===== src/rtl/spi_shift_eng.sv =====
// SPI host serial data engine: parallel-loads a word, shifts it out on s_out and
// shifts s_in back into the same register on strobes from the SPI clock generator.
module spi_shift_eng #(
   parameter int DATA_W = 32,
   parameter int LEN_W  = 5
) (
   input  logic              clk_i,
   input  logic              rst_ni,
   input  logic              latch,
   input  logic [DATA_W-1:0] p_in,
   input  logic [LEN_W-1:0]  len,
   input  logic              lsb,
   input  logic              tx_negedge,
   input  logic              rx_negedge,
   input  logic              go,
   input  logic              pos_edge,
   input  logic              neg_edge,
   input  logic              s_in,
   output logic              s_out,
   output logic              tip,
   output logic              last,
   output logic              done,
   output logic [DATA_W-1:0] p_out
);

   localparam int CNT_W = LEN_W + 1;

   logic [DATA_W-1:0] data_q, data_d;
   logic              s_out_q, s_out_d;
   logic              tip_q, tip_d;
   logic              done_q, done_d;
   logic [CNT_W-1:0]  tx_cnt_q, tx_cnt_d;
   logic [CNT_W-1:0]  rx_cnt_q, rx_cnt_d;
   logic [CNT_W-1:0]  len_q, len_d;

   logic [CNT_W-1:0]  len_eff;
   logic [DATA_W-1:0] load_word;
   logic              tx_clk;
   logic              rx_clk;

   // Register bit position visited by the k-th serial bit of an l-bit transfer.
   function automatic logic [LEN_W-1:0] bit_idx(input logic [CNT_W-1:0] k,
                                                input logic [CNT_W-1:0] l,
                                                input logic             lsb_first);
      logic [CNT_W-1:0] r;
      r = lsb_first ? k : (l - k - CNT_W'(1));
      return r[LEN_W-1:0];
   endfunction

   assign len_eff   = (len == '0) ? CNT_W'(DATA_W) : {1'b0, len};
   assign load_word = latch ? p_in : data_q;
   assign tx_clk    = tx_negedge ? neg_edge : pos_edge;
   assign rx_clk    = rx_negedge ? neg_edge : pos_edge;

   always_comb begin
      // NOTE: every _d gets a default first so no path leaves it unassigned (no latch).
      data_d   = data_q;
      s_out_d  = s_out_q;
      tip_d    = tip_q;
      done_d   = 1'b0;
      tx_cnt_d = tx_cnt_q;
      rx_cnt_d = rx_cnt_q;
      len_d    = len_q;

      if (!tip_q) begin
         if (latch) begin
            data_d = p_in;
         end
         if (go) begin
            tip_d    = 1'b1;
            tx_cnt_d = CNT_W'(1);
            rx_cnt_d = '0;
            len_d    = len_eff;
            s_out_d  = load_word[bit_idx(CNT_W'(0), len_eff, lsb)];
         end
      end else begin
         // The tx read below sees data_q, so a shared strobe reads before the rx write lands.
         if (tx_clk && (tx_cnt_q < len_q)) begin
            s_out_d  = data_q[bit_idx(tx_cnt_q, len_q, lsb)];
            tx_cnt_d = tx_cnt_q + CNT_W'(1);
         end
         if (rx_clk) begin
            data_d[bit_idx(rx_cnt_q, len_q, lsb)] = s_in;
            rx_cnt_d = rx_cnt_q + CNT_W'(1);
            if (rx_cnt_q == (len_q - CNT_W'(1))) begin
               tip_d  = 1'b0;
               done_d = 1'b1;
            end
         end
      end
   end

   // NOTE: state registers use non-blocking assignments so all flops update together.
   always_ff @(posedge clk_i or negedge rst_ni) begin
      if (!rst_ni) begin
         data_q   <= '0;
         s_out_q  <= 1'b0;
         tip_q    <= 1'b0;
         done_q   <= 1'b0;
         tx_cnt_q <= '0;
         rx_cnt_q <= '0;
         len_q    <= '0;
      end else begin
         data_q   <= data_d;
         s_out_q  <= s_out_d;
         tip_q    <= tip_d;
         done_q   <= done_d;
         tx_cnt_q <= tx_cnt_d;
         rx_cnt_q <= rx_cnt_d;
         len_q    <= len_d;
      end
   end

   assign s_out = s_out_q;
   assign tip   = tip_q;
   assign done  = done_q;
   assign p_out = data_q;
   assign last  = tip_q && (tx_cnt_q == len_q);

endmodule


===== config.mk =====
export PLATFORM = sky130hd
export DESIGN_NAME = spi_shift_eng
export DESIGN_NICKNAME = d
export VERILOG_FILES = /design/src/rtl/spi_shift_eng.sv
export SDC_FILE = /design/constraint.sdc
export NUM_CORES = 1
export LEC_CHECK = 0
export BUFFER_PORTS_ARGS = -buffer_cell sky130_fd_sc_hd__buf_2
export CAP_MARGIN = 40
export CORE_ASPECT_RATIO = 0.8
export CORE_MARGIN = 1
export CORE_UTILIZATION = 30
export DETAILED_ROUTE_END_ITERATION = 10
export PLACE_DENSITY_LB_ADDON = 0.1
export SYNTH_ARGS = -nofsm -noshare
export SYNTH_HDL_FRONTEND = slang
export SYNTH_SLANG_ARGS = --single-unit
export TNS_END_PERCENT = 100

===== constraint.sdc =====
create_clock -name clk_i -period 3.8 [get_ports clk_i]
set_input_delay 0.76 -clock clk_i [delete_from_list [all_inputs] [get_ports clk_i]]
set_output_delay 0.76 -clock clk_i [all_outputs]
set_load 0.01 [all_outputs]

---- After elaboration in Yosys (flattened, before gate mapping) ----
Index checks and enable logic that the tools add are counted.
word-level totals
  flip-flop bits (word level) ............. 53
  input port bits ......................... 47
  output and inout port bits .............. 36
  logic and storage cells ................. 65
operators by class
  add/subtract/negate cells ............... 8
  magnitude comparators ................... 5
  equal/unequal tests ..................... 4
  multiplexer cells ....................... 32
  bitwise logic cells ..................... 1
  reductions and logical operators ........ 8
operators with widths
  operator               count
  $mux W32               3
  $mux W6                7
  $bwmux W32             1
  $lt A5 B6 Y1 const B   3
  $mux W1                15
  $mux W5                3
  $sub A5 B1 Y5 const B  3
  $add A6 B1 Y6 const B  2
  $eq A6 B6 Y1           2
  $bmux W1 S5            2
  $sub A5 B5 Y5          2
  $lt A6 B6 Y1           1
  $reduce_and A2 Y1      3
  $sub A6 B1 Y6 const B  1
  $demux W1 S5           1
  $ge A5 B1 Y1 const B   1
  $logic_not A5 Y1       1
  $ne A2 B1 Y1 const B   2
  $logic_and A1 B1 Y1    3
  $reduce_bool A2 Y1     1
  $not A1 Y1             1

---- Depth between registers and ports, before layout ----
Gate-level depths: netlist (run 1).
  depth in word-level cells ............... 10
  depth in mapped cells ................... 12
  depth with buffers taken out ............ 11

---- Least setup slack after synthesis (run 1) ----
Ideal clock, no wire load.
  kind .................................... input to register
  start point ............................. input len[0]
  end point ............................... register s_out_q (netlist: s_out)
  setup time .............................. 87 ps
  arrival ................................. 2972 ps
  data required time ...................... 3713 ps
  setup slack ............................. 741 ps
  stages on the path ...................... 11
  path buffers ............................ 2
  path through ............................ clkbuf_2 -> buf_1 -> inv_1 -> ha_1 -> xor2_1 -> nand2b_1 -> mux4_2 -> nand2_1 -> o21ai_0 -> o311a_1 -> a211oi_2
between the ends
  word-level cells in the longest chain between the ends .. 8
ends and longest elaborated chain
  item                               line  RTL
  from (decl)                        11    input logic [LEN_W-1:0] len,
  $logic_not A5 Y1                   50    assign len_eff = (len == '0) ? CNT_W'(DATA_W) : {1'b0, len};
  $mux W6 (*)                        50
  $sub A5 B1 Y5 (*)                  46    r = lsb_first ? k : (l - k - CNT_W'(1));
  $mux W5 (*)                        46
  $bmux W1 S5 (*)                    74    s_out_d = load_word[bit_idx(CNT_W'(0), len_eff, lsb)];
  $mux W1 (implied by the code) (*)  74
  $mux W1 (*)                        69    if (go) begin
  $mux W1 (*)                        65    if (!tip_q) begin
  to (signal assigned)               105   s_out_q <= s_out_d;
  to (decl)                          29    logic s_out_q, s_out_d;
Every way passes the cells marked *; elsewhere a longest branch is shown, timed or not. The select of a mux whose other input is x is not followed.
A chain may end at the register's enable or synchronous reset.

---- Worst setup path in the final report (run 1) ----
  start point ............................. register tx_cnt_q[0]
  end point ............................... register s_out_q (netlist: s_out)
between the ends
  word-level cells in the longest chain between the ends .. 7
  elaborated cells on any way between the ends .. 11
  those cells by class .................... add/sub (2); order compare (1); eq/ne (1); mux (5); reduce/logical (2)
ends and longest elaborated chain
  item                           line  RTL
  from (decl)                    32    logic [CNT_W-1:0] tx_cnt_q, tx_cnt_d;
  from (signal assigned)         108   tx_cnt_q <= tx_cnt_d;
  $sub A5 B5 Y5                  46
  $sub A5 B1 Y5                  46
  $mux W5                        46
  $bmux W1 S5                    79    s_out_d = data_q[bit_idx(tx_cnt_q, len_q, lsb)];
  $mux W1 (implied by the code)  79
  $mux W1                        78    if (tx_clk && (tx_cnt_q < len_q)) begin
  $mux W1                        65
Several ways; a longest one is shown, not always the timed one. The select of a mux whose other input is x is not followed.

==> results of run 1 <==
-- power breakdown --
part | switching (mW) | total [mW] | internal (mW)
combinational | 1.59 | 2.87 | 1.28
clock | 0.231 | 0.475 | 0.244
sequential | 0.384 | 1.18 | 0.798
total | 2.21 | 4.53 | 2.32
-- path summary, 6_finish.rpt --
path,depth (start not counted),start,endpoint
setup reg to reg,12,tx_cnt_q[0]$_DFFE_PN0P_,s_out$_DFFE_PN0P_
hold / removal,1,rst_ni,tx_cnt_q[2]$_DFFE_PN0P_
min in group clk_i,1,rx_cnt_q[5]$_DFFE_PN0P_,rx_cnt_q[5]$_DFFE_PN0P_
setup / recovery,12,tx_cnt_q[0]$_DFFE_PN0P_,s_out$_DFFE_PN0P_
hold reg to reg,1,rx_cnt_q[5]$_DFFE_PN0P_,rx_cnt_q[5]$_DFFE_PN0P_
max in group asynchronous,2,rst_ni,p_out[3]$_DFFE_PN0P_
-- sequential cells by signal, indices dropped and copies added, names as in the netlist --
register and flops:
rx_cnt_q 6, tip 1, p_out 32, s_out 1, done 1, len_q 6, tx_cnt_q 6
-- critical path, cell delays in order (launching register included) --
cell and delay, ns:
dfrtp_1 0.47, inv_1 0.14, ha_1 0.18, inv_1 0.06, fa_1 0.40, xnor2_1 0.14
mux2i_1 0.14, buf_4 0.25, mux2i_1 0.12, a22oi_1 0.19, o211ai_1 0.12, mux4_2 0.48
a211oi_2 0.25
-- cell type report --
| cell class | count | area, µm² |
|---|---|---|
| clock inverters | 2 | 10.01 |
| multi-input cells | 399 | 3042 |
| well taps | 189 | 236.5 |
| fillers | 1597 | 9652 |
| repair buffers | 96 | 528.0 |
| flip-flops and latches | 53 | 1328 |
| inverters | 24 | 90.09 |
| clock buffers | 6 | 128.9 |
-- per-stage QoR --
step           instance area (µm²)  util, %  setup slack, ns  hold slack [ns]  cells
4_1_cts                       5363    35.72           0.7411           0.2960    769
6_report                      5363    35.72           0.7589           0.2892    769
3_3_place_gp                  5196    34.61           0.7299           0.5103    759
3_5_place_dp                  5224    34.79           0.6832           0.5110    761
5_1_grt                       5363    35.72           0.5200           0.2923    769
2_1_floorplan                 4597        -           0.7410           0.4644    506
-- cell usage in the layout, fill, tap and decap left out, types with 2 or more instances in the layout --
cell / Yosys / routed
mux2_2: 5 / 5
clkinv_2: 0 / 2
nor3b_1: 3 / 3
a21boi_0: 32 / 32
a21oi_2: 2 / 2
nand3_1: 12 / 12
a31oi_1: 2 / 2
and3_1: 3 / 3
fa_1: 2 / 2
clkbuf_16: 0 / 5
mux4_2: 14 / 14
o21a_1: 2 / 2
xnor2_1: 10 / 10
a21o_1: 4 / 4
buf_2: 8 / 82
inv_1: 24 / 24
nand2b_1: 4 / 4
a221o_1: 32 / 32
xor2_1: 7 / 7
buf_4: 2 / 13
a22oi_1: 4 / 4
nand2_1: 25 / 25
ha_1: 18 / 18
o31ai_1: 3 / 3
nor3_1: 8 / 8
o21ai_1: 2 / 2
or3_1: 2 / 2
dfrtp_1: 53 / 52
nor2_1: 81 / 81
nor2b_1: 7 / 7
mux2i_1: 48 / 48
a32oi_1: 2 / 2
o211ai_1: 2 / 2
o21ai_0: 27 / 27
a21oi_1: 11 / 11
-- routing by layer --
| metal | part of all wire, % | track usage, % | wire (µm) |
|---|---|---|---|
| met1 | 50 | 31.71 | 7991 |
| met2 | 42 | 31.27 | 6741 |
| met3 | 7.4 | 3.682 | 1188 |
| met4 | 0.97 | 4.029 | 156 |
| met5 | 0 | 0 | 0 |
-- kinds of logic (layout without fill, tap and decap cells) --
logic type	after synthesis	after routing
fa+ha+maj	20	20
simple gates	153	153
mux	68	68
buf+inv	54	128
flops	53	53
compound gates	141	141
xor+xnor	17	17
==> flow_metrics.env, run 1 <==
export IMPL_synth_compound_area_share_pct=23.35
export IMPL_syn_avg_cell_area_um2=9.085
export IMPL_path_max_fanout=10
export IMPL_grt_overflow=0
export IMPL_drv_slew=0
export IMPL_cts_hold_buf=0
export IMPL_syn_cell_area_um2=4597
export IMPL_synth_fp_nets=573
export IMPL_cp_arrival_ns=3.25
export IMPL_synth_top_family_by_area="compound AO/OA/AOI/OAI gates"
export IMPL_die_w_um=140.4
export IMPL_vdd_drop_max_mv=0.2391
export IMPL_cts_tree="built"
export IMPL_yosys_area_top_type="dfrtp_1"
export IMPL_antenna_found_initial=0
export IMPL_worstSetupPathType="reg -> reg"
export IMPL_cap_viol_max_count=0
export IMPL_finClkSkew_ns=0.01300
export IMPL_rows=40
export IMPL_synth_xor_area_share_pct=3.239
export IMPL_timing_final_crit_share_pct=80.03
export IMPL_synth_cells=506
export IMPL_synth_common_cells="nor2_1 (81), dfrtp_1 (53), mux2i_1 (48), a21boi_0 (32), a221o_1 (32)"
export IMPL_worst_skew_pair_late_latency_ns=0.31
export IMPL_worst_setup_path_end_kind="flip-flop"
export IMPL_gp_congestion=0.8736
export IMPL_hpwl_um=12590
export IMPL_rsz0062_at_grt="no"
export IMPL_max_freq_mhz=328.8
export IMPL_grt_pass1_vias=4210
export IMPL_cts_sinks=53
export IMPL_worst_r2r_setup_slack_ns=0.76
export IMPL_hp_class="in -> async"
export IMPL_yosysMostFrequentCell="nor2_1"
export IMPL_synth_top_area_share_pct=28.85
export IMPL_drtAntennaViolNets=0
export IMPL_cts_buffer_depth=2
export IMPL_cts_buffers=5
export IMPL_diodes=0
export IMPL_dr_pass1_iters=5
export IMPL_grt_first_pass_wirelength_um=25020
export IMPL_areaGrowthSynthToFinish_pct=16.66
export IMPL_drc_errors=0
export IMPL_io_pins=83
export IMPL_start_util_pct=30.62
export IMPL_cts_max_level=2
export IMPL_cts_root_buf="clkbuf_16"
export IMPL_fin_tns_setup_ns=0
export IMPL_routed_wl_um=16080
export IMPL_core_area_um2=15010
export IMPL_ys_warn_count=0
export IMPL_grt_max_degree=48
export IMPL_cellPowerDensity_nw_per_um2=844.4
export IMPL_p_leak_nw=2.433
export IMPL_ys_flop_type="dfrtp_1"
export IMPL_post_cts_buffers=0
export IMPL_drive_gt1_share_pct=22.59
export IMPL_drt_iter0_markers=345
export IMPL_die_h_um=112.7
export IMPL_final_nets=646
export IMPL_muxShareOfSynthArea_pct=19.03
export IMPL_cp_start_kind="flip-flop"
export IMPL_yosys_area_share_simple_pct=14.78
export IMPL_worst_pin_slew_ns=0.8823
export IMPL_ys_seq_area_share_pct=28.85
export IMPL_grtUsageTotal_pct=21.01
export IMPL_dieArea_um2=15830
export IMPL_cts_resized=0
export IMPL_port_buffers=82
export IMPL_relSlewSlack_pct=40.97
export IMPL_synthAdderAreaFrac_pct=5.770
export IMPL_wl_per_cell_um=20.91
export IMPL_ys_ff_latch=53
export IMPL_dr_total_vias=4284
export IMPL_async_reset_ff_share_pct=100.0
export IMPL_setup_viol=0
export IMPL_hold_violations=0
export IMPL_ys_types=62
export IMPL_cp_required_ns=4.01
export IMPL_p_total_mw=4.528
export IMPL_status="finished clean"
export IMPL_avgViaCountPerCell=5.571
export IMPL_clkTransAtPathRegs_ns=0.07
export IMPL_synth_edf_count=0
export IMPL_ys_top_cells_by_area="dfrtp_1 (29%), mux2i_1 (10%), a221o_1 (7.0%)"
export IMPL_post_route_min_period_ns=3.041
No activity file was read; power rests on OpenSTA's default activity.
==> run 2: changes to the inputs <==
==> constraint.sdc (replaced) <==
create_clock -name clk_i -period 3.2 [get_ports clk_i]
set_input_delay 0.64 -clock clk_i [delete_from_list [all_inputs] [get_ports clk_i]]
set_output_delay 0.64 -clock clk_i [all_outputs]
set_load 0.01 [all_outputs]
==> flow_metrics.env, run 2 (synthesized netlist as in run 1, its figures left out) <==
export IMPL_worst_pin_slew_ns=0.8592
export IMPL_grt_max_degree=47
export IMPL_worstSetupPathType="reg -> reg"
export IMPL_cts_max_level=2
export IMPL_diodes=0
export IMPL_cts_buffer_depth=2
export IMPL_cpMaxStageDelayCell="dfrtp_1"
export IMPL_relSlewSlack_pct=42.51
export IMPL_reg2reg_from="len_q[0]$_DFFE_PN0P_"
export IMPL_vdd_drop_max_mv=0.3301
export IMPL_finClkSkew_ns=0.008037
export IMPL_drc_errors=0
export IMPL_worst_r2r_setup_slack_ns=0.26
export IMPL_p_sw_share_pct=47.75
export IMPL_slowest_delay_ns=0.49
export IMPL_dr_total_vias=4249
export IMPL_rows=40
export IMPL_cap_viol_max_count=0
export IMPL_clockPowerShare_pct=10.6
export IMPL_timing_final_crit_share_pct=91.73
export IMPL_avgViaCountPerCell=5.490
export IMPL_areaGrowthSynthToFinish_pct=18.07
export IMPL_dieArea_um2=15830
export IMPL_cp_start_kind="flip-flop"
export IMPL_p_leak_nw=2.465
export IMPL_die_w_um=140.4
export IMPL_drv_slew=0
export IMPL_hpwl_um=12320
export IMPL_power_internal_mw=2.819
export IMPL_p_comb_share_pct=64.7
export IMPL_antenna_found_initial=0
export IMPL_gp_congestion=0.8400
export IMPL_cts_resized=0
export IMPL_io_pins=83
export IMPL_max_freq_mhz=340.7
export IMPL_path_max_fanout=10
export IMPL_cpMostUsedCell="mux2i_1"
export IMPL_grt_overflow=0
export IMPL_core_area_um2=15010
export IMPL_grt_first_pass_wirelength_um=23890
export IMPL_dpl_cell_count=767
export IMPL_final_area_um2=5428
export IMPL_final_nets=652
export IMPL_setup_viol=0
export IMPL_drive_gt1_share_pct=23.42
export IMPL_cp_required_ns=3.42
export IMPL_drt_iter0_markers=362
export IMPL_rsz0062_at_grt="no"
export IMPL_drtAntennaViolNets=0
export IMPL_reg2regPathDepth=11
export IMPL_place_area_um2=5281
export IMPL_cts_root_buf="clkbuf_16"
export IMPL_post_cts_buffers=0
export IMPL_final_common_cell="buf_2"
export IMPL_start_util_pct=30.62
export IMPL_grtUsageTotal_pct=20.20
export IMPL_worst_skew_pair_late_latency_ns=0.30
export IMPL_routed_wl_um=15630
export IMPL_die_h_um=112.7
export IMPL_grt_pass1_vias=3937
export IMPL_cts_tree="built"
export IMPL_crit_path_cell_trace="ha_1, inv_1, fa_1, xnor2_1, mux2i_1, buf_4, mux2i_1, a22oi_1, o211ai_1, mux4_2, a211oi_2"
export IMPL_post_route_min_period_ns=2.935
export IMPL_largest_register_ffs=32
export IMPL_dr_pass1_iters=5
export IMPL_cts_buffers=5
export IMPL_cts_sinks=53
export IMPL_hp_class="in -> async"
export IMPL_wl_per_cell_um=20.19
export IMPL_r2r_end="s_out$_DFFE_PN0P_"
export IMPL_final_cells=774
export IMPL_worst_setup_path_end_kind="flip-flop"
export IMPL_final_cell_mix="buf_2 (82), nor2_1 (81), dfrtp_1 (52)"
export IMPL_whs_ns=0.2025
export IMPL_p_switching_mw=2.576
export IMPL_seqPwrFrac_pct=24.6
export IMPL_cellPowerDensity_nw_per_um2=994.0
export IMPL_port_buffers=82
export IMPL_cp_arrival_ns=3.15
export IMPL_cts_hold_buf=0
export IMPL_status="finished clean"
export IMPL_clkTransAtPathRegs_ns=0.07
export IMPL_hold_violations=0
export IMPL_fin_tns_setup_ns=0
run 2: layer usage:
metal  vias up  wire length, µm  GRT usage [%]
li1       2032                -              -
met1      2087             8017          30.91
met2       125             6588          29.47
met3         5              947          3.936
met4         0               72          3.297
met5         -                0              0
run 2: layout make-up:
cell class | count | area, µm²
fillers | 1592 | 9587
repair buffers | 102 | 585.6
clock inverters | 1 | 7.507
flip-flops and latches | 53 | 1328
clock buffers | 6 | 138.9
well taps | 189 | 236.5
multi-input cells | 399 | 3042
inverters | 24 | 90.09
run 2: stage by stage:
stage / setup slack, ns / power, mW / util [%]
after global routing: 0.04053 / 5.831 / 36.15
after global placement: 0.2872 / 4.799 / 35.04
after CTS: 0.2322 / 5.417 / 36.15
after detailed placement: 0.2668 / 4.819 / 35.18
after floorplan: 0.2610 / 3.697 / -
final: 0.2645 / 5.395 / 36.15
run 2: power by group through the flow:
stage	sequential [mW]	combinational, mW	clock (mW)
after floorplan	1.30	2.40	0
after global placement	1.34	3.46	0
after detailed placement	1.34	3.48	0
after CTS	1.33	3.50	0.590
after global routing	1.38	3.84	0.613
final	1.33	3.49	0.574
run 2: how the worst max path moves through the flow:
stage	slack (ns)	startpoint	to	cells after the start
2_1_floorplan	0.26	len[0]	s_out$_DFFE_PN0P_	11
3_3_place_gp	0.29	len_q[0]$_DFFE_PN0P_	s_out$_DFFE_PN0P_	11
3_5_place_dp	0.27	len_q[0]$_DFFE_PN0P_	s_out$_DFFE_PN0P_	11
4_1_cts	0.23	len_q[0]$_DFFE_PN0P_	s_out$_DFFE_PN0P_	11
5_1_grt	0.04	rx_cnt_q[0]$_DFFE_PN0P_	p_out[8]$_DFFE_PN0P_	12
6_report	0.26	len_q[0]$_DFFE_PN0P_	s_out$_DFFE_PN0P_	11
run 2: worst max-delay path: cells and delay by family (launching register included):
| kind | cells | cell delay, ns |
|---|---|---|
| buffers and inverters | 2 | 0.31 |
| adder cells (fa/ha/maj) | 2 | 0.64 |
| multiplexers | 3 | 0.76 |
| flip-flops | 1 | 0.49 |
| XOR/XNOR | 1 | 0.14 |
| AO/OA/AOI/OAI | 3 | 0.51 |
